**config.mk**
```make
export PLATFORM = sky130hd
export DESIGN_NAME = vta_mem_read_arbiter
export DESIGN_NICKNAME = d
export VERILOG_FILES = /design/src/rtl/vta_mem_read_arbiter.sv
export SDC_FILE = /design/constraint.sdc
export NUM_CORES = 1
export LEC_CHECK = 0
export ABC_CLOCK_PERIOD_IN_PS = 4400
export BUFFER_PORTS_ARGS = -buffer_cell sky130_fd_sc_hd__buf_2
export CORE_AREA = 2 2 207 209
export CTS_CLUSTER_SIZE = 14
export DETAILED_ROUTE_END_ITERATION = 12
export DIE_AREA = 0 0 209 211
export SLEW_MARGIN = 10
export SYNTH_ARGS = -nofsm -noshare
export SYNTH_HDL_FRONTEND = slang
export SYNTH_SLANG_ARGS = --single-unit
export TNS_END_PERCENT = 20
```
**constraint.sdc**
```tcl
create_clock -name clk -period 4.4 [get_ports clk]
set_input_delay 0.66 -clock clk [delete_from_list [all_inputs] [get_ports clk]]
set_output_delay 0.66 -clock clk [all_outputs]
set_load 0.02 [all_outputs]
```
**src/rtl/vta_mem_read_arbiter.sv**
```systemverilog
// Round-robin arbiter sharing one AXI4 read channel (AR/R) between VTA read clients.
// One burst outstanding at a time; adds BASE_ADDR to client addresses and steers R
// beats to the owning client. Sticky flags report RRESP and RID errors.
module vta_mem_read_arbiter #(
    parameter int unsigned NUM_CLIENTS = 4,
    parameter int unsigned ADDR_WIDTH  = 64,
    parameter int unsigned DATA_WIDTH  = 64,
    parameter int unsigned ID_WIDTH    = 8,
    parameter logic [ADDR_WIDTH-1:0] BASE_ADDR = ADDR_WIDTH'(64'h0000_0020_0000_0000)
) (
    input  logic                             clk,
    input  logic                             rst,
    // Client side
    input  logic [NUM_CLIENTS-1:0]           c_ar_valid,
    output logic [NUM_CLIENTS-1:0]           c_ar_ready,
    input  logic [NUM_CLIENTS*ADDR_WIDTH-1:0] c_ar_addr,
    input  logic [NUM_CLIENTS*8-1:0]         c_ar_len,
    output logic [NUM_CLIENTS-1:0]           c_r_valid,
    input  logic [NUM_CLIENTS-1:0]           c_r_ready,
    output logic [DATA_WIDTH-1:0]            c_r_data,
    output logic                             c_r_last,
    // AXI4 AR master
    output logic                             m_ar_valid,
    input  logic                             m_ar_ready,
    output logic [ADDR_WIDTH-1:0]            m_ar_addr,
    output logic [ID_WIDTH-1:0]              m_ar_id,
    output logic [7:0]                       m_ar_len,
    output logic [2:0]                       m_ar_size,
    output logic [1:0]                       m_ar_burst,
    // AXI4 R master
    input  logic                             m_r_valid,
    output logic                             m_r_ready,
    input  logic [DATA_WIDTH-1:0]            m_r_data,
    input  logic                             m_r_last,
    input  logic [ID_WIDTH-1:0]              m_r_id,
    input  logic [1:0]                       m_r_resp,
    // Error reporting
    output logic                             err_resp,
    output logic                             err_id,
    input  logic                             err_clear
);

    localparam int unsigned IdxW = (NUM_CLIENTS > 1) ? $clog2(NUM_CLIENTS) : 1;
    localparam logic [2:0] ArSize = 3'($clog2(DATA_WIDTH / 8));

    typedef enum logic [1:0] {StIdle, StAddr, StData} state_e;

    state_e                  r_state, w_state_next;
    logic [IdxW-1:0]         r_last_grant;
    logic [IdxW-1:0]         r_grant;
    logic [ADDR_WIDTH-1:0]   r_addr;
    logic [7:0]              r_len;
    logic                    r_err_resp;
    logic                    r_err_id;

    logic                    w_win_found;
    logic [IdxW-1:0]         w_win_idx;
    logic [ADDR_WIDTH-1:0]   w_win_addr;
    logic [7:0]              w_win_len;
    logic                    w_ar_hs;
    logic                    w_beat;

    // Round-robin search starting one past the last completed grant, with wrap.
    always_comb begin
        int unsigned w_idx;
        w_win_found = 1'b0;
        w_win_idx   = '0;
        w_win_addr  = '0;
        w_win_len   = '0;
        w_idx       = 0;
        for (int unsigned k = 1; k <= NUM_CLIENTS; k++) begin
            w_idx = (32'(r_last_grant) + k) % NUM_CLIENTS;
            if (!w_win_found && c_ar_valid[w_idx]) begin
                w_win_found = 1'b1;
                w_win_idx   = IdxW'(w_idx);
                w_win_addr  = c_ar_addr[w_idx*ADDR_WIDTH +: ADDR_WIDTH];
                w_win_len   = c_ar_len[w_idx*8 +: 8];
            end
        end
    end

    // rst gating keeps ready low while reset is held even though state is already idle.
    assign w_ar_hs = (r_state == StIdle) && w_win_found && !rst;
    assign w_beat  = (r_state == StData) && m_r_valid && m_r_ready;

    // State register.
    always_ff @(posedge clk or posedge rst) begin
        if (rst) begin
            r_state <= StIdle;
        end else begin
            r_state <= w_state_next;
        end
    end

    // Next-state logic.
    always_comb begin
        w_state_next = r_state;
        unique case (r_state)
            StIdle:  if (w_ar_hs) w_state_next = StAddr;
            StAddr:  if (m_ar_ready) w_state_next = StData;
            StData:  if (w_beat && m_r_last) w_state_next = StIdle;
            default: w_state_next = StIdle;
        endcase
    end

    // Output logic: request accept, AR valid and R steering.
    always_comb begin
        c_ar_ready = '0;
        c_r_valid  = '0;
        m_ar_valid = 1'b0;
        m_r_ready  = 1'b0;
        if (w_ar_hs) begin
            c_ar_ready = NUM_CLIENTS'(1) << w_win_idx;
        end
        if (r_state == StAddr) begin
            m_ar_valid = 1'b1;
        end
        if (r_state == StData) begin
            m_r_ready = c_r_ready[r_grant];
            if (m_r_valid) begin
                c_r_valid = NUM_CLIENTS'(1) << r_grant;
            end
        end
    end

    // Latch the granted request and remember the owner of the last completed burst.
    always_ff @(posedge clk or posedge rst) begin
        if (rst) begin
            r_last_grant <= IdxW'(NUM_CLIENTS - 1);
            r_grant      <= '0;
            r_addr       <= '0;
            r_len        <= '0;
        end else begin
            if (w_ar_hs) begin
                r_grant <= w_win_idx;
                r_addr  <= w_win_addr + BASE_ADDR;
                r_len   <= w_win_len;
            end
            if (w_beat && m_r_last) begin
                r_last_grant <= r_grant;
            end
        end
    end

    // Sticky error flags; a new error in the clear cycle wins over the clear.
    always_ff @(posedge clk or posedge rst) begin
        if (rst) begin
            r_err_resp <= 1'b0;
            r_err_id   <= 1'b0;
        end else begin
            r_err_resp <= (r_err_resp && !err_clear) || (w_beat && (m_r_resp != 2'b00));
            r_err_id   <= (r_err_id && !err_clear) ||
                          (w_beat && (m_r_id != ID_WIDTH'(r_grant)));
        end
    end

    assign m_ar_addr  = r_addr;
    assign m_ar_id    = ID_WIDTH'(r_grant);
    assign m_ar_len   = r_len;
    assign m_ar_size  = ArSize;
    assign m_ar_burst = 2'b01;
    assign c_r_data   = m_r_data;
    assign c_r_last   = m_r_last;
    assign err_resp   = r_err_resp;
    assign err_id     = r_err_id;

endmodule

```
# --- Word level (Yosys, flattened, before mapping) ---
# Index checks and enable logic that the tools add are counted.
# W data, S select, Z words.
totals:
  register_bits: 80
  latchBits: 0
  ramBits: 0
  mem_bits_ro: 0
  output_inout_bits: 162
  mem_count: 0
op_classes:
  add_sub_neg: 5
  n_mul: 0
  div: 0
  magnitude_cmp: 5
  eq_ne: 6
  shifts: 10
  n_mux: 35
  bitwise: 0
  reduce_logical: 22
op_table:
  columns: ["op", "count"]
  rows:
  - ["$shiftx A256 B9 Y64", 4]
  - ["$mux W64", 4]
  - ["$shiftx A32 B6 Y8", 4]
  - ["$add A64 B38 Y64 const B", 1]
  - ["$mux W8", 4]
  - ["$lt A2 B3 Y1 const B", 5]
  - ["$mux W2", 7]
  - ["$logic_and A1 B1 Y1", 12]
  - ["$mux W4", 3]
  - ["$mux W1", 11]
  - ["$bmux W1 S2", 5]
  - ["$ne A8 B2 Y1", 1]
  - ["$shl A1 B2 Y4 const A", 2]
  - ["$pmux W2 S3", 1]
  - ["$logic_not A1 Y1", 5]
  - ["$add A2 B1 Y2 const B", 2]
  - ["$add A2 B2 Y2 const B", 2]
  - ["$ne A2 B2 Y1 const B", 2]
  - ["$reduce_and A3 Y1", 1]
  - ["$eq A2 B1 Y1 const B", 1]
  - ["$eq A2 B2 Y1 const B", 1]
  - ["$logic_not A2 Y1", 1]
  - ["$logic_or A1 B1 Y1", 2]
  - ["$ne A2 B1 Y1 const B", 1]
  - ["$reduce_bool A2 Y1", 1]

# --- Logic depth before layout (Yosys ltp) ---
# Gate-level depths: netlist (run 1).
depth:
  depth_word: 17
  ltp_mapped: 16
  depth_no_buf: 10

# --- Worst setup path before layout (run 1) ---
# OpenSTA, ideal clock, no wires.
synth_path:
  path_kind: "register to output"
  startpoint: "register r_last_grant[1]"
  endpoint: "output port c_ar_ready[3]"
  arrival_ns: 3.326
  required_time_ns: 3.740
  path_slack_ns: 0.414
  stages_incl_launch_ff: 14
  path_cell_list: "dfstp_2 -> buf_4 -> buf_6 -> buf_4 -> buf_4 -> buf_2 -> buf_2 -> buf_2 -> clkbuf_1 -> buf_2 -> nand2_1 -> a311oi_1 -> nand2_1 -> nor2_1"
synth_via:
  elab_chain_len: 16
  word_cells_on_any_way: 30
  cone_classes: "4 x add/sub; 1 x shift; 17 x mux; 8 x reduce/logical"
synth_lines:
  columns: ["item", "line_no", "text"]
  rows:
  - ["start: declaration", "49", "logic [IdxW-1:0] r_last_grant;"]
  - ["start signal: assignment", "129", "r_last_grant <= IdxW'(NUM_CLIENTS - 1);"]
  - ["start signal: assignment", "140", "r_last_grant <= r_grant;"]
  - ["$add A2 B1 Y2", "72", "w_idx = (32'(r_last_grant) + k) % NUM_CLIENTS;"]
  - ["$bmux W1 S2", "73", "if (!w_win_found && c_ar_valid[w_idx]) begin"]
  - ["$mux W1 (not written as such)", "73", null]
  - ["$mux W1", "73", null]
  - ["$logic_not A1 Y1", "73", null]
  - ["$logic_and A1 B1 Y1", "73", null]
  - ["$mux W1", "73", null]
  - ["$logic_not A1 Y1", "73", null]
  - ["$logic_and A1 B1 Y1", "73", null]
  - ["$mux W1", "73", null]
  - ["$logic_not A1 Y1", "73", null]
  - ["$logic_and A1 B1 Y1", "73", null]
  - ["$mux W1", "73", null]
  - ["$logic_and A1 B1 Y1 (2 in a row)", "83", "assign w_ar_hs = (r_state == StIdle) && w_win_found && !rst;"]
  - ["$mux W4 (*)", "112", "if (w_ar_hs) begin"]
  - ["end: declaration", "15", "output logic [NUM_CLIENTS-1:0] c_ar_ready,"]
# Mark *: on every way between the ends. The rest lies on a longest branch, timed or not. The select of a mux whose other input is x is not followed.

# --- Worst setup path after layout (run 1) ---
layout_path:
  startpoint: "register r_last_grant[1]"
  endpoint: "register r_addr[62], in the netlist m_ar_addr[62]"
layout_via:
  elab_chain_len: 15
  word_cells_on_any_way: 33
  cone_classes: "5 x add/sub; 4 x shift; 16 x mux; 8 x reduce/logical"
layout_lines:
  columns: ["item", "line_no", "text"]
  rows:
  - ["branches (longest 15 deep; another with $add A64 B38 Y64)", null, null]
  - ["end signal: assignment", "136", "r_addr <= w_win_addr + BASE_ADDR;"]
  - ["end: declaration", "51", "logic [ADDR_WIDTH-1:0] r_addr;"]
# Several ways; the timed one is not identified. The select of a mux whose other input is x is not followed.
# A chain may end at the register's enable or synchronous reset.

==> results of run 1 <==
[power by group through the flow]
stage          combinational [mW]  sequential (mW)  clock [mW]
6_report                     7.46             1.43       0.928
5_1_grt                      8.04             1.49       0.981
4_1_cts                      7.43             1.43       0.966
3_5_place_dp                 7.41             1.44           0
3_3_place_gp                 7.30             1.43           0
2_1_floorplan                5.02             1.70           0
[flip-flops by register name, summed over array words and instances, names as in the netlist]
name	count
m_ar_len	8
err_id	1
r_grant	2
err_resp	1
r_last_grant	2
r_state	2
m_ar_addr	64
[worst max-delay path by stage]
stage          slack [ns]            start       endpoint
2_1_floorplan        0.41  r_last_grant[1]  c_ar_ready[3]
3_3_place_gp         0.29  r_last_grant[1]  m_ar_addr[62]
3_5_place_dp         0.20  r_last_grant[1]  m_ar_addr[62]
4_1_cts              0.16  r_last_grant[1]  m_ar_addr[62]
5_1_grt             0.003  r_last_grant[1]  m_ar_addr[62]
6_report             0.14  r_last_grant[1]  m_ar_addr[62]
[area by class of cell]
cell class	instances	share of cell area (%)
Multi-Input combinational cell	1149	61.0
Clock inverter	6	0.756
Inverter	20	0.554
Timing Repair Buffer	454	17.2
Clock buffer	10	1.61
Antenna cell	3	0.0527
Sequential cell	80	14.1
Tap cell	539	4.74
[kinds of logic after synthesis]
| logic type | synth area share, % |
|---|---|
| AND/OR/NAND/NOR | 14.2 |
| AO/OA/AOI/OAI | 25.9 |
| adder cells (fa/ha/maj) | 0.105 |
| other | 0.0633 |
| XOR/XNOR | 0.886 |
| buffers and inverters | 10.7 |
| flip-flops | 16.9 |
| multiplexers | 31.2 |
[synthesized netlist by cell type (6+ instances only)]
| cell type | number | share of area, % |
|---|---|---|
| sky130_fd_sc_hd__a21oi_1 | 23 | 0.97 |
| sky130_fd_sc_hd__and2_1 | 8 | 0.42 |
| sky130_fd_sc_hd__o211ai_1 | 7 | 0.44 |
| sky130_fd_sc_hd__a22oi_1 | 12 | 0.76 |
| sky130_fd_sc_hd__nor4_1 | 8 | 0.42 |
| sky130_fd_sc_hd__o31a_1 | 7 | 0.52 |
| sky130_fd_sc_hd__nor2b_1 | 12 | 0.63 |
| sky130_fd_sc_hd__nand2_1 | 164 | 5.2 |
| sky130_fd_sc_hd__buf_1 | 13 | 0.41 |
| sky130_fd_sc_hd__a32oi_1 | 47 | 3.5 |
| sky130_fd_sc_hd__nor3_1 | 18 | 0.76 |
| sky130_fd_sc_hd__clkbuf_1 | 84 | 2.7 |
| sky130_fd_sc_hd__dfrtp_1 | 78 | 16 |
| sky130_fd_sc_hd__buf_4 | 86 | 5.4 |
| sky130_fd_sc_hd__inv_1 | 20 | 0.63 |
| sky130_fd_sc_hd__or2_2 | 6 | 0.32 |
| sky130_fd_sc_hd__mux2_2 | 17 | 1.6 |
| sky130_fd_sc_hd__a31oi_1 | 54 | 2.8 |
| sky130_fd_sc_hd__o21a_1 | 6 | 0.38 |
| sky130_fd_sc_hd__mux2i_1 | 295 | 25 |
| sky130_fd_sc_hd__xnor2_1 | 8 | 0.59 |
| sky130_fd_sc_hd__nor2_1 | 90 | 2.8 |
| sky130_fd_sc_hd__buf_2 | 31 | 1.3 |
| sky130_fd_sc_hd__o31ai_1 | 10 | 0.63 |
| sky130_fd_sc_hd__o221ai_1 | 58 | 4.3 |
| sky130_fd_sc_hd__o21ai_0 | 73 | 3.1 |
| sky130_fd_sc_hd__a211oi_1 | 13 | 0.82 |
| sky130_fd_sc_hd__nand3_1 | 17 | 0.72 |
| sky130_fd_sc_hd__o22ai_1 | 50 | 2.6 |
| sky130_fd_sc_hd__mux4_2 | 25 | 4.7 |
[placed cells by master, fill, tap and decap left out, types with 7 or more instances in the layout]
master,count
sky130_fd_sc_hd__mux2i_1,295
sky130_fd_sc_hd__o21ai_0,73
sky130_fd_sc_hd__nor4_1,8
sky130_fd_sc_hd__nand3_1,16
sky130_fd_sc_hd__dfrtp_1,78
sky130_fd_sc_hd__xnor2_1,8
sky130_fd_sc_hd__conb_1,11
sky130_fd_sc_hd__nor2b_1,12
sky130_fd_sc_hd__nand2_1,164
sky130_fd_sc_hd__a31oi_1,54
sky130_fd_sc_hd__nor3_1,18
sky130_fd_sc_hd__clkbuf_16,9
sky130_fd_sc_hd__a32oi_1,47
sky130_fd_sc_hd__o31ai_1,10
sky130_fd_sc_hd__and2_1,8
sky130_fd_sc_hd__o211ai_1,7
sky130_fd_sc_hd__o221ai_1,58
sky130_fd_sc_hd__mux2_2,16
sky130_fd_sc_hd__a21oi_1,22
sky130_fd_sc_hd__o31a_1,7
sky130_fd_sc_hd__a211oi_1,13
sky130_fd_sc_hd__a22oi_1,12
sky130_fd_sc_hd__o22ai_1,50
sky130_fd_sc_hd__nor2_1,89
sky130_fd_sc_hd__buf_4,53
sky130_fd_sc_hd__inv_1,18
sky130_fd_sc_hd__buf_2,398
sky130_fd_sc_hd__mux4_2,25
[per-layer routing]
layer | part of all wire [%] | track usage [%]
met3 | 8.7 | 6.39
met2 | 48 | 37.3
met4 | 3.6 | 9.16
met1 | 40 | 25.8
met5 | 0.13 | 0
[stage by stage]
step                      total power [mW]  utilization (%)  setup slack [ns]  cells
after floorplan                       6.71                -             0.414   1466
after global placement                8.73             33.3             0.289   2242
after detailed placement              8.85             33.3             0.204   2242
after CTS                             9.82             34.1             0.161   2258
after global routing                  10.5             34.1           0.00293   2260
final                                 9.82             34.1             0.139   2261
==> insert_results.sql, run 1 <==
INSERT INTO impl_metrics (metric_group, metric, value, unit) VALUES
('run_status', 'status', 'completed', ''),
('global_route', 'grt_antenna_before_repair', '9', ''),
('power', 'power_switching', '5.27', 'mW'),
('sta', 'timing_hold_violations_final', '0', ''),
('detailed_routing', 'ant_nets', '0', ''),
('power', 'pint', '4.56', 'mW'),
('die', 'die_area', '44100', 'sq um'),
('critical_path', 'worst_reg2reg_startpoint', 'r_last_grant[1]', ''),
('detailed_routing', 'first_iteration_detailed_routing_drc_count', '965', ''),
('clocking', 'ctsLongestPathBuffers', '2', ''),
('critical_path', 'critical_path_required', '4.65', 'ns'),
('finish', 'multi_input_comb_area', '8680', 'sq um'),
('power', 'clockPowerShare', '9.4', '%'),
('critical_path', 'critical_path.cell_chain', 'mux2i_1 > mux2_4 > buf_4 > nor2_1 > o31a_1 > a221oi_1 > nor2_1 > a22o_1 > a211o_1', ''),
('die', 'initial_core_utilization', '28.4', '%'),
('sta', 'worst_slew_pin_slew', '1.14', 'ns'),
('finish', 'ff_latch_area', '2010', 'sq um'),
('sta', 'finalSetupViolations', '0', ''),
('synthesis', 'async_set_or_reset_flop_fraction_in_the_synthesized_netlist', '100', '%'),
('global_route', 'via_count_of_the_first_global_routing_pass', '12700', ''),
('critical_path', 'critical_path_cell_count', '9', ''),
('synthesis', 'yosys_warns', '0', ''),
('global_route', 'global_route_total_overflow', '0', ''),
('clocking', 'cts_hold_repair.buffers', '0', ''),
('finish', 'final_layout_size_suffix_gt1_share', '31.4', '%'),
('clocking', 'htree_levels', '3', ''),
('clocking', 'clock-root-buffer', 'sky130_fd_sc_hd__clkbuf_16', ''),
('critical_path', 'reg2regPathDepth', '9', ''),
('critical_path', 'worst_path_max_delay_cell', 'sky130_fd_sc_hd__dfstp_4', ''),
('sta', 'timing.slew.headroom', '23.2', '%'),
('critical_path', 'ff2ff_setup_slack', '0.14', 'ns'),
('detailed_routing', 'total_via_count_after_detailed_routing', '13200', ''),
('die', 'io_pins', '538', ''),
('clocking', 'cts_tree', 'done', ''),
('clocking', 'cts_resized', '0', ''),
('detailed_routing', 'drt_first_pass_iters', '6', ''),
('power', 'power.ir.vdd_worst', '0.447', 'mV'),
('detailed_routing', 'drc', '0', ''),
('placed_design', 'weighted_congestion_at_the_end_of_routability_driven_global_placement', '0.942', ''),
('detailed_routing', 'detail_route.vias_per_cell', '5.82', ''),
('placed_design', 'detailed_place.area', '13900', 'sq um'),
('global_route', 'grt.total_usage', '21.9', '%'),
('synthesis', 'synth-seq-cells', '80', ''),
('die', 'die_h', '211', 'microns'),
('power', 'seq_power_share', '14.6', '%'),
('critical_path', 'timing.critical_path.mode_cell', 'sky130_fd_sc_hd__nor2_1', ''),
('clocking', 'clock_sink_count', '80', ''),
('die', 'core_area', '41800', 'sq um'),
('die', 'fp-row-count', '75', ''),
('sta', 'fmax_achieved', '0.235', 'GHz'),
('global_route', 'grt_pass1_wl', '74900', 'microns'),
('synthesis', 'synth.avg_cell_area', '8.15', 'sq um'),
('critical_path', 'crit-reg2reg-capture', 'm_ar_addr[62]', ''),
('critical_path', 'critPathCaptureType', 'register', ''),
('power', 'p_leak', '5.88', 'nW'),
('power', 'pwr-share-comb', '76.0', '%'),
('critical_path', 'timing_worst_setup_path_type', 'reg2reg', ''),
('finish', 'postLayoutCellArea', '14200', 'sq um'),
('sta', 'final_period_minus_worst_setup_slack', '4.26', 'ns'),
('sta', 'final.setup_skew', '0.0253', 'ns'),
('finish', 'area_growth', '20.0', '%'),
('clocking', 'clock_latency', '0.38', 'ns'),
('detailed_routing', 'post_drt_wl_per_cell', '22.2', 'microns'),
('sta', 'drv_slew', '0', ''),
('sta', 'tns', '0', 'ns'),
('power', 'total_power_density_per_cell_area', '690', 'nW/um^2'),
('critical_path', 'crit_fanout', '61', ''),
('job', 'maxCapViolCount', '0', ''),
('global_route', 'grt_start_max_net_pins', '117', ''),
('min_path', 'worstHoldPathType', 'in2async', ''),
('clocking', 'tritoncts.num_buffers', '9', '');
Note: power is estimated with default switching activity, not from simulation.
==> inputs of run 2 (changes only) <==
- CORE_AREA: 2 2 207 209 -> not set
- CORE_ASPECT_RATIO: not set -> 0.7
- CORE_MARGIN: not set -> 1.5
- CORE_UTILIZATION: not set -> 29
- DIE_AREA: 0 0 209 211 -> not set
==> insert_results.sql, run 2 (same netlist as run 1, synthesis figures left out) <==
INSERT INTO impl_metrics (metric_group, metric, value, unit) VALUES
('critical_path', 'critical_path.cell_chain', 'buf_4 > buf_4 > mux4_2 > a222oi_1 > o221a_2 > nor4b_1 > nand2_1 > buf_4 > or4_1 > a31oi_1', ''),
('job', 'maxCapViolCount', '0', ''),
('clocking', 'postCtsSetupBuffers', '0', ''),
('placed_design', 'dpl.cell_count', '2240', ''),
('critical_path', 'critPathLaunchType', 'register', ''),
('finish', 'area_growth', '19.9', '%'),
('placed_design', 'place.port_buffers', '398', ''),
('critical_path', 'crit_fanout', '38', ''),
('finish', 'postLayoutCellArea', '14200', 'sq um'),
('critical_path', 'critPathCaptureType', 'register', ''),
('min_path', 'worstHoldPathType', 'in2async', ''),
('die', 'core_area', '40000', 'sq um'),
('clocking', 'cts_tree', 'done', ''),
('die', 'die_area', '42200', 'sq um'),
('detailed_routing', 'drc', '0', ''),
('finish', 'final_layout_size_suffix_gt1_share', '31.6', '%'),
('global_route', 'grt_start_max_net_pins', '134', ''),
('detailed_routing', 'drt_first_pass_iters', '5', ''),
('clocking', 'clock_latency', '0.38', 'ns'),
('clocking', 'tritoncts.num_buffers', '9', ''),
('power', 'power.ir.vdd_worst', '0.463', 'mV'),
('clocking', 'htree_levels', '3', ''),
('critical_path', 'critical_path_arrival', '4.43', 'ns'),
('placed_design', 'detailed_place.area', '13900', 'sq um'),
('finish', 'finish.net_count', '2093', ''),
('global_route', 'grt.total_usage', '22.3', '%'),
('finish', 'commonest_cells_after_routing_fill_and_taps_aside', '398 x sky130_fd_sc_hd__buf_2, 295 x sky130_fd_sc_hd__mux2i_1, 164 x sky130_fd_sc_hd__nand2_1, 89 x sky130_fd_sc_hd__nor2_1, 78 x sky130_fd_sc_hd__dfrtp_1', ''),
('critical_path', 'timing_worst_setup_path_type', 'reg2reg', ''),
('critical_path', 'cp_slowest_stage_delay', '0.90', 'ns'),
('die', 'initial_core_utilization', '29.7', '%'),
('placed_design', 'weighted_congestion_at_the_end_of_routability_driven_global_placement', '0.983', ''),
('clocking', 'clock-root-buffer', 'sky130_fd_sc_hd__clkbuf_16', ''),
('die', 'io_pins', '538', ''),
('die', 'die_width', '245', 'microns'),
('finish', 'finalNonFillerCells', '2260', ''),
('critical_path', 'timing.critical_path.mode_cell', 'sky130_fd_sc_hd__buf_4', ''),
('detailed_routing', 'ant_nets', '0', ''),
('critical_path', 'worst_reg2reg_startpoint', 'r_last_grant[1]', ''),
('sta', 'hold_slack', '0.373', 'ns'),
('clocking', 'cts_hold_repair.buffers', '0', ''),
('global_route', 'grt_pass1_wl', '72500', 'microns'),
('global_route', 'global_route_total_overflow', '0', ''),
('clocking', 'clock_sink_count', '80', ''),
('clocking', 'clk_transition_reported_paths', '0.09', 'ns'),
('critical_path', 'critical_path_required', '4.71', 'ns'),
('critical_path', 'reg2regPathDepth', '10', ''),
('sta', 'timing_hold_violations_final', '0', ''),
('finish', 'largest_register_ffs', '64', ''),
('die', 'fp-row-count', '61', ''),
('run_status', 'status', 'completed', ''),
('clocking', 'cts_resized', '0', ''),
('critical_path', 'ff2ff_setup_slack', '0.27', 'ns'),
('sta', 'finalSetupViolations', '0', ''),
('power', 'p_leak', '5.88', 'nW'),
('critical_path', 'crit-reg2reg-capture', 'm_ar_addr[63]', ''),
('detailed_routing', 'detail_route.vias_per_cell', '5.83', ''),
('sta', 'final.setup_skew', '0.0136', 'ns'),
('sta', 'timing.slew.headroom', '27.5', '%'),
('critical_path', 'worst_path_max_delay_cell', 'sky130_fd_sc_hd__dfstp_4', ''),
('sta', 'drv_slew', '0', ''),
('sta', 'worst_slew_pin_slew', '1.09', 'ns'),
('finish', 'num-fill-cells', '4191', ''),
('global_route', 'via_count_of_the_first_global_routing_pass', '12400', ''),
('detailed_routing', 'total_via_count_after_detailed_routing', '13200', ''),
('detailed_routing', 'post_drt_wl_per_cell', '21.8', 'microns'),
('finish', 'final_common_cell', 'sky130_fd_sc_hd__buf_2', ''),
('global_route', 'grt_antenna_before_repair', '12', ''),
('die', 'die_h', '172', 'microns'),
('sta', 'fmax_achieved', '0.242', 'GHz'),
('placed_design', 'dp_hpwl', '38500', 'microns'),
('sta', 'final_period_minus_worst_setup_slack', '4.13', 'ns'),
('sta', 'min_period_over_period', '93.8', '%'),
('power', 'total_power_density_per_cell_area', '687', 'nW/um^2'),
('detailed_routing', 'first_iteration_detailed_routing_drc_count', '1113', ''),
('sta', 'tns', '0', 'ns'),
('detailed_routing', 'postRouteWirelength', '49200', 'microns'),
('sta', 'grt_setup_unrepaired', 'no', ''),
('clocking', 'ctsLongestPathBuffers', '2', '');
[run 2: changes by cell type in the layout (fill, tap and decap cells not counted), moves of 2 or more]
cell,delta
sky130_fd_sc_hd__clkinv_2,-3
sky130_fd_sc_hd__bufinv_16,-3
sky130_fd_sc_hd__inv_6,+3
sky130_fd_sc_hd__inv_8,+2
[run 2: layout make-up]
type | instances | area [sq um] | area share (%)
timing repair buffer | 456 | 2480 | 17.4
clock buffer | 9 | 225 | 1.58
clock inverter | 7 | 72.6 | 0.510
sequential | 80 | 2010 | 14.1
tap | 535 | 669 | 4.71
multi-input combinational | 1149 | 8680 | 61.0
inverter | 20 | 80.1 | 0.563
antenna | 4 | 10.0 | 0.0704
[run 2: stage by stage]
stage	utilization (%)	total power, mW	setup slack, ns
after floorplan	-	6.71	0.414
after global placement	34.8	8.72	0.356
after detailed placement	34.8	8.86	0.303
after CTS	35.5	9.72	0.300
after global routing	35.6	10.5	0.00863
final	35.6	9.78	0.275
[run 2: power by group]
group          switching, mW  total [mW]  internal [mW]
combinational           4.61        7.55           2.93
clock                  0.410       0.813          0.403
sequential             0.304        1.41           1.11
[run 2: worst max path at each step]
| stage | start | end | cells after the start |
|---|---|---|---|
| after global routing | r_last_grant[1] | m_ar_addr[63] | 10 |
| after global placement | c_ar_valid[3] | m_ar_addr[63] | 9 |
| final | r_last_grant[1] | m_ar_addr[63] | 10 |
| after CTS | r_last_grant[1] | m_ar_addr[63] | 10 |
| after detailed placement | r_last_grant[1] | m_ar_addr[63] | 10 |
| after floorplan | r_last_grant[1] | c_ar_ready[3] | 13 |
[run 2: critical path, delay by kind of cell (launching register included)]
| family | cells | cell delay [ns] |
|---|---|---|
| multiplexers | 1 | 0.34 |
| AND/OR/NAND/NOR | 3 | 1.03 |
| buffers and inverters | 3 | 1.29 |
| flip-flops | 1 | 0.90 |
| AO/OA/AOI/OAI | 3 | 0.44 |
[run 2: per-layer routing]
layer	global-route usage, %	part of all wire (%)	vias to the layer above	routed length, microns
li1	-	-	6094	-
met1	30.3	45	6355	22000
met2	33.6	44	641	21500
met3	7.09	8.8	79	4340
met4	6.87	2.6	0	1290
met5	0	0	-	0
==> inputs of run 3 (changes only) <==
- CORE_AREA: not set -> 2 2 208 210
- CORE_ASPECT_RATIO: 0.7 -> not set
- CORE_MARGIN: 1.5 -> not set
- CORE_UTILIZATION: 29 -> not set
- DIE_AREA: not set -> 0 0 210 212
==> insert_results.sql, run 3 (same netlist as run 1, synthesis figures left out) <==
INSERT INTO impl_metrics (metric_group, metric, value, unit) VALUES
('power', 'total_power_density_per_cell_area', '677', 'nW/um^2'),
('placed_design', 'weighted_congestion_at_the_end_of_routability_driven_global_placement', '0.970', ''),
('critical_path', 'critical_path_cell_count', '12', ''),
('die', 'initial_core_utilization', '27.9', '%'),
('detailed_routing', 'postRouteWirelength', '48700', 'microns'),
('clocking', 'ctsLongestPathBuffers', '2', ''),
('clocking', 'clock_sink_count', '80', ''),
('die', 'io_pins', '538', ''),
('clocking', 'cts_tree', 'done', ''),
('critical_path', 'critical_path.cell_chain', 'buf_4 > nand4b_1 > nand3_2 > buf_4 > buf_4 > a221oi_1 > nor4b_1 > buf_4 > nand2_1 > buf_4 > o31a_1 > o31ai_1', ''),
('sta', 'fmax_achieved', '0.242', 'GHz'),
('die', 'fp-row-count', '76', ''),
('finish', 'area_growth', '19.9', '%'),
('placed_design', 'dp_hpwl', '37400', 'microns'),
('sta', 'final.setup_skew', '0.00964', 'ns'),
('sta', 'timing_hold_violations_final', '0', ''),
('sta', 'finalSetupViolations', '0', ''),
('critical_path', 'path_delay_family', 'buffers and inverters', ''),
('detailed_routing', 'drc', '0', ''),
('clocking', 'postCtsSetupBuffers', '0', ''),
('critical_path', 'reg2regPathDepth', '12', ''),
('detailed_routing', 'first_iteration_detailed_routing_drc_count', '890', ''),
('global_route', 'grt.total_usage', '21.0', '%'),
('job', 'maxCapViolCount', '0', ''),
('sta', 'grt_setup_unrepaired', 'no', ''),
('sta', 'hold_slack', '0.427', 'ns'),
('critical_path', 'worst_path_max_delay_cell', 'sky130_fd_sc_hd__dfstp_4', ''),
('global_route', 'grt_pass1_wl', '72600', 'microns'),
('global_route', 'via_count_of_the_first_global_routing_pass', '12800', ''),
('sta', 'min_period_over_period', '94.1', '%'),
('critical_path', 'cp_slowest_stage_delay', '0.85', 'ns'),
('die', 'core_area', '42500', 'sq um'),
('global_route', 'grt_antenna_before_repair', '8', ''),
('global_route', 'global_route_total_overflow', '0', ''),
('clocking', 'cts_hold_repair.buffers', '0', ''),
('finish', 'final_layout_size_suffix_gt1_share', '31.6', '%'),
('detailed_routing', 'ant_nets', '0', ''),
('critical_path', 'critPathCaptureType', 'register', ''),
('critical_path', 'critPathLaunchType', 'register', ''),
('die', 'die_area', '44500', 'sq um'),
('power', 'p_leak', '5.89', 'nW'),
('critical_path', 'worst-path-buf-inv', '5', ''),
('clocking', 'clock-root-buffer', 'sky130_fd_sc_hd__clkbuf_16', ''),
('placed_design', 'place.port_buffers', '398', ''),
('sta', 'drv_slew', '0', ''),
('sta', 'tns', '0', 'ns'),
('detailed_routing', 'detail_route.vias_per_cell', '5.77', ''),
('detailed_routing', 'post_drt_wl_per_cell', '21.4', 'microns'),
('clocking', 'clock_latency', '0.37', 'ns'),
('finish', 'finish.net_count', '2095', ''),
('sta', 'final_period_minus_worst_setup_slack', '4.14', 'ns'),
('die', 'die_h', '212', 'microns'),
('sta', 'timing.slew.headroom', '29.8', '%'),
('critical_path', 'ff2ff_setup_slack', '0.26', 'ns'),
('clocking', 'cts_resized', '0', ''),
('critical_path', 'critical_path_required', '4.66', 'ns'),
('die', 'die_width', '210', 'microns'),
('min_path', 'worstHoldPathType', 'in2async', ''),
('detailed_routing', 'drt_first_pass_iters', '5', ''),
('clocking', 'tritoncts.num_buffers', '9', ''),
('finish', 'commonest_cells_after_routing_fill_and_taps_aside', '398 x sky130_fd_sc_hd__buf_2, 295 x sky130_fd_sc_hd__mux2i_1, 164 x sky130_fd_sc_hd__nand2_1, 89 x sky130_fd_sc_hd__nor2_1, 78 x sky130_fd_sc_hd__dfrtp_1', ''),
('clocking', 'htree_levels', '3', ''),
('global_route', 'grt_start_max_net_pins', '94', ''),
('critical_path', 'timing.critical_path.mode_cell', 'sky130_fd_sc_hd__buf_4', ''),
('finish', 'finish.utilization', '33.5', '%'),
('sta', 'worst_slew_pin_slew', '1.05', 'ns'),
('critical_path', 'critical_path_arrival', '4.40', 'ns'),
('finish', 'num-fill-cells', '4452', ''),
('run_status', 'status', 'completed', ''),
('detailed_routing', 'total_via_count_after_detailed_routing', '13100', ''),
('finish', 'final_common_cell', 'sky130_fd_sc_hd__buf_2', ''),
('clocking', 'clk_transition_reported_paths', '0.07', 'ns'),
('finish', 'largest_register_ffs', '64', ''),
('power', 'power.ir.vdd_worst', '0.229', 'mV'),
('critical_path', 'crit_fanout', '37', ''),
('critical_path', 'timing_worst_setup_path_type', 'reg2reg', '');
==> run 3: cell count changes in the layout (fill, tap and decap cells not counted), moves of 2 or more <==
cell                       change
sky130_fd_sc_hd__diode_2       +2
sky130_fd_sc_hd__clkinv_2      +2
sky130_fd_sc_hd__buf_12        -2
sky130_fd_sc_hd__inv_8         -2
sky130_fd_sc_hd__buf_4         +4
==> run 3: metrics by stage <==
step	total power [mW]	std cells	instance area, sq um	setup slack, ns
CTS	9.65	2269	14200	0.330
global route	10.4	2275	14200	0.0634
finish	9.64	2275	14200	0.261
global placement	8.64	2253	13900	0.287
floorplan	6.71	1466	11900	0.414
detailed placement	8.78	2253	13900	0.325
==> run 3: routing by layer <==
layer	share of wire, %	track usage (%)
met5	0.055	0
met2	50	37.5
met3	8.4	5.52
met4	3.2	8.22
met1	39	24.0
==> run 3: layout make-up <==
cell class	count	area, sq um	area share, %
timing repair buffer	458	2470	17.3
clock inverter	6	66.3	0.466
clock buffer	10	239	1.68
multi-input combinational	1149	8670	60.9
sequential	80	2010	14.1
antenna	6	15.0	0.105
inverter	20	80.1	0.563
tap	546	683	4.80
==> run 3: worst paths after layout <==
kind,from,to
setup reg to reg,r_last_grant[1],m_ar_addr[60]
setup / recovery,r_last_grant[1],m_ar_addr[60]
hold / removal,rst,err_resp
min in group clk,m_ar_addr[45],m_ar_addr[45]
hold reg to reg,m_ar_addr[45],m_ar_addr[45]
max in group asynchronous,rst,m_ar_addr[3]
==> run 3: power breakdown <==
| group | internal, mW | total [mW] | switching (mW) |
|---|---|---|---|
| registers | 1.11 | 1.41 | 0.302 |
| clock network | 0.459 | 0.822 | 0.363 |
| logic | 2.91 | 7.41 | 4.49 |
| total | 4.48 | 9.64 | 5.16 |
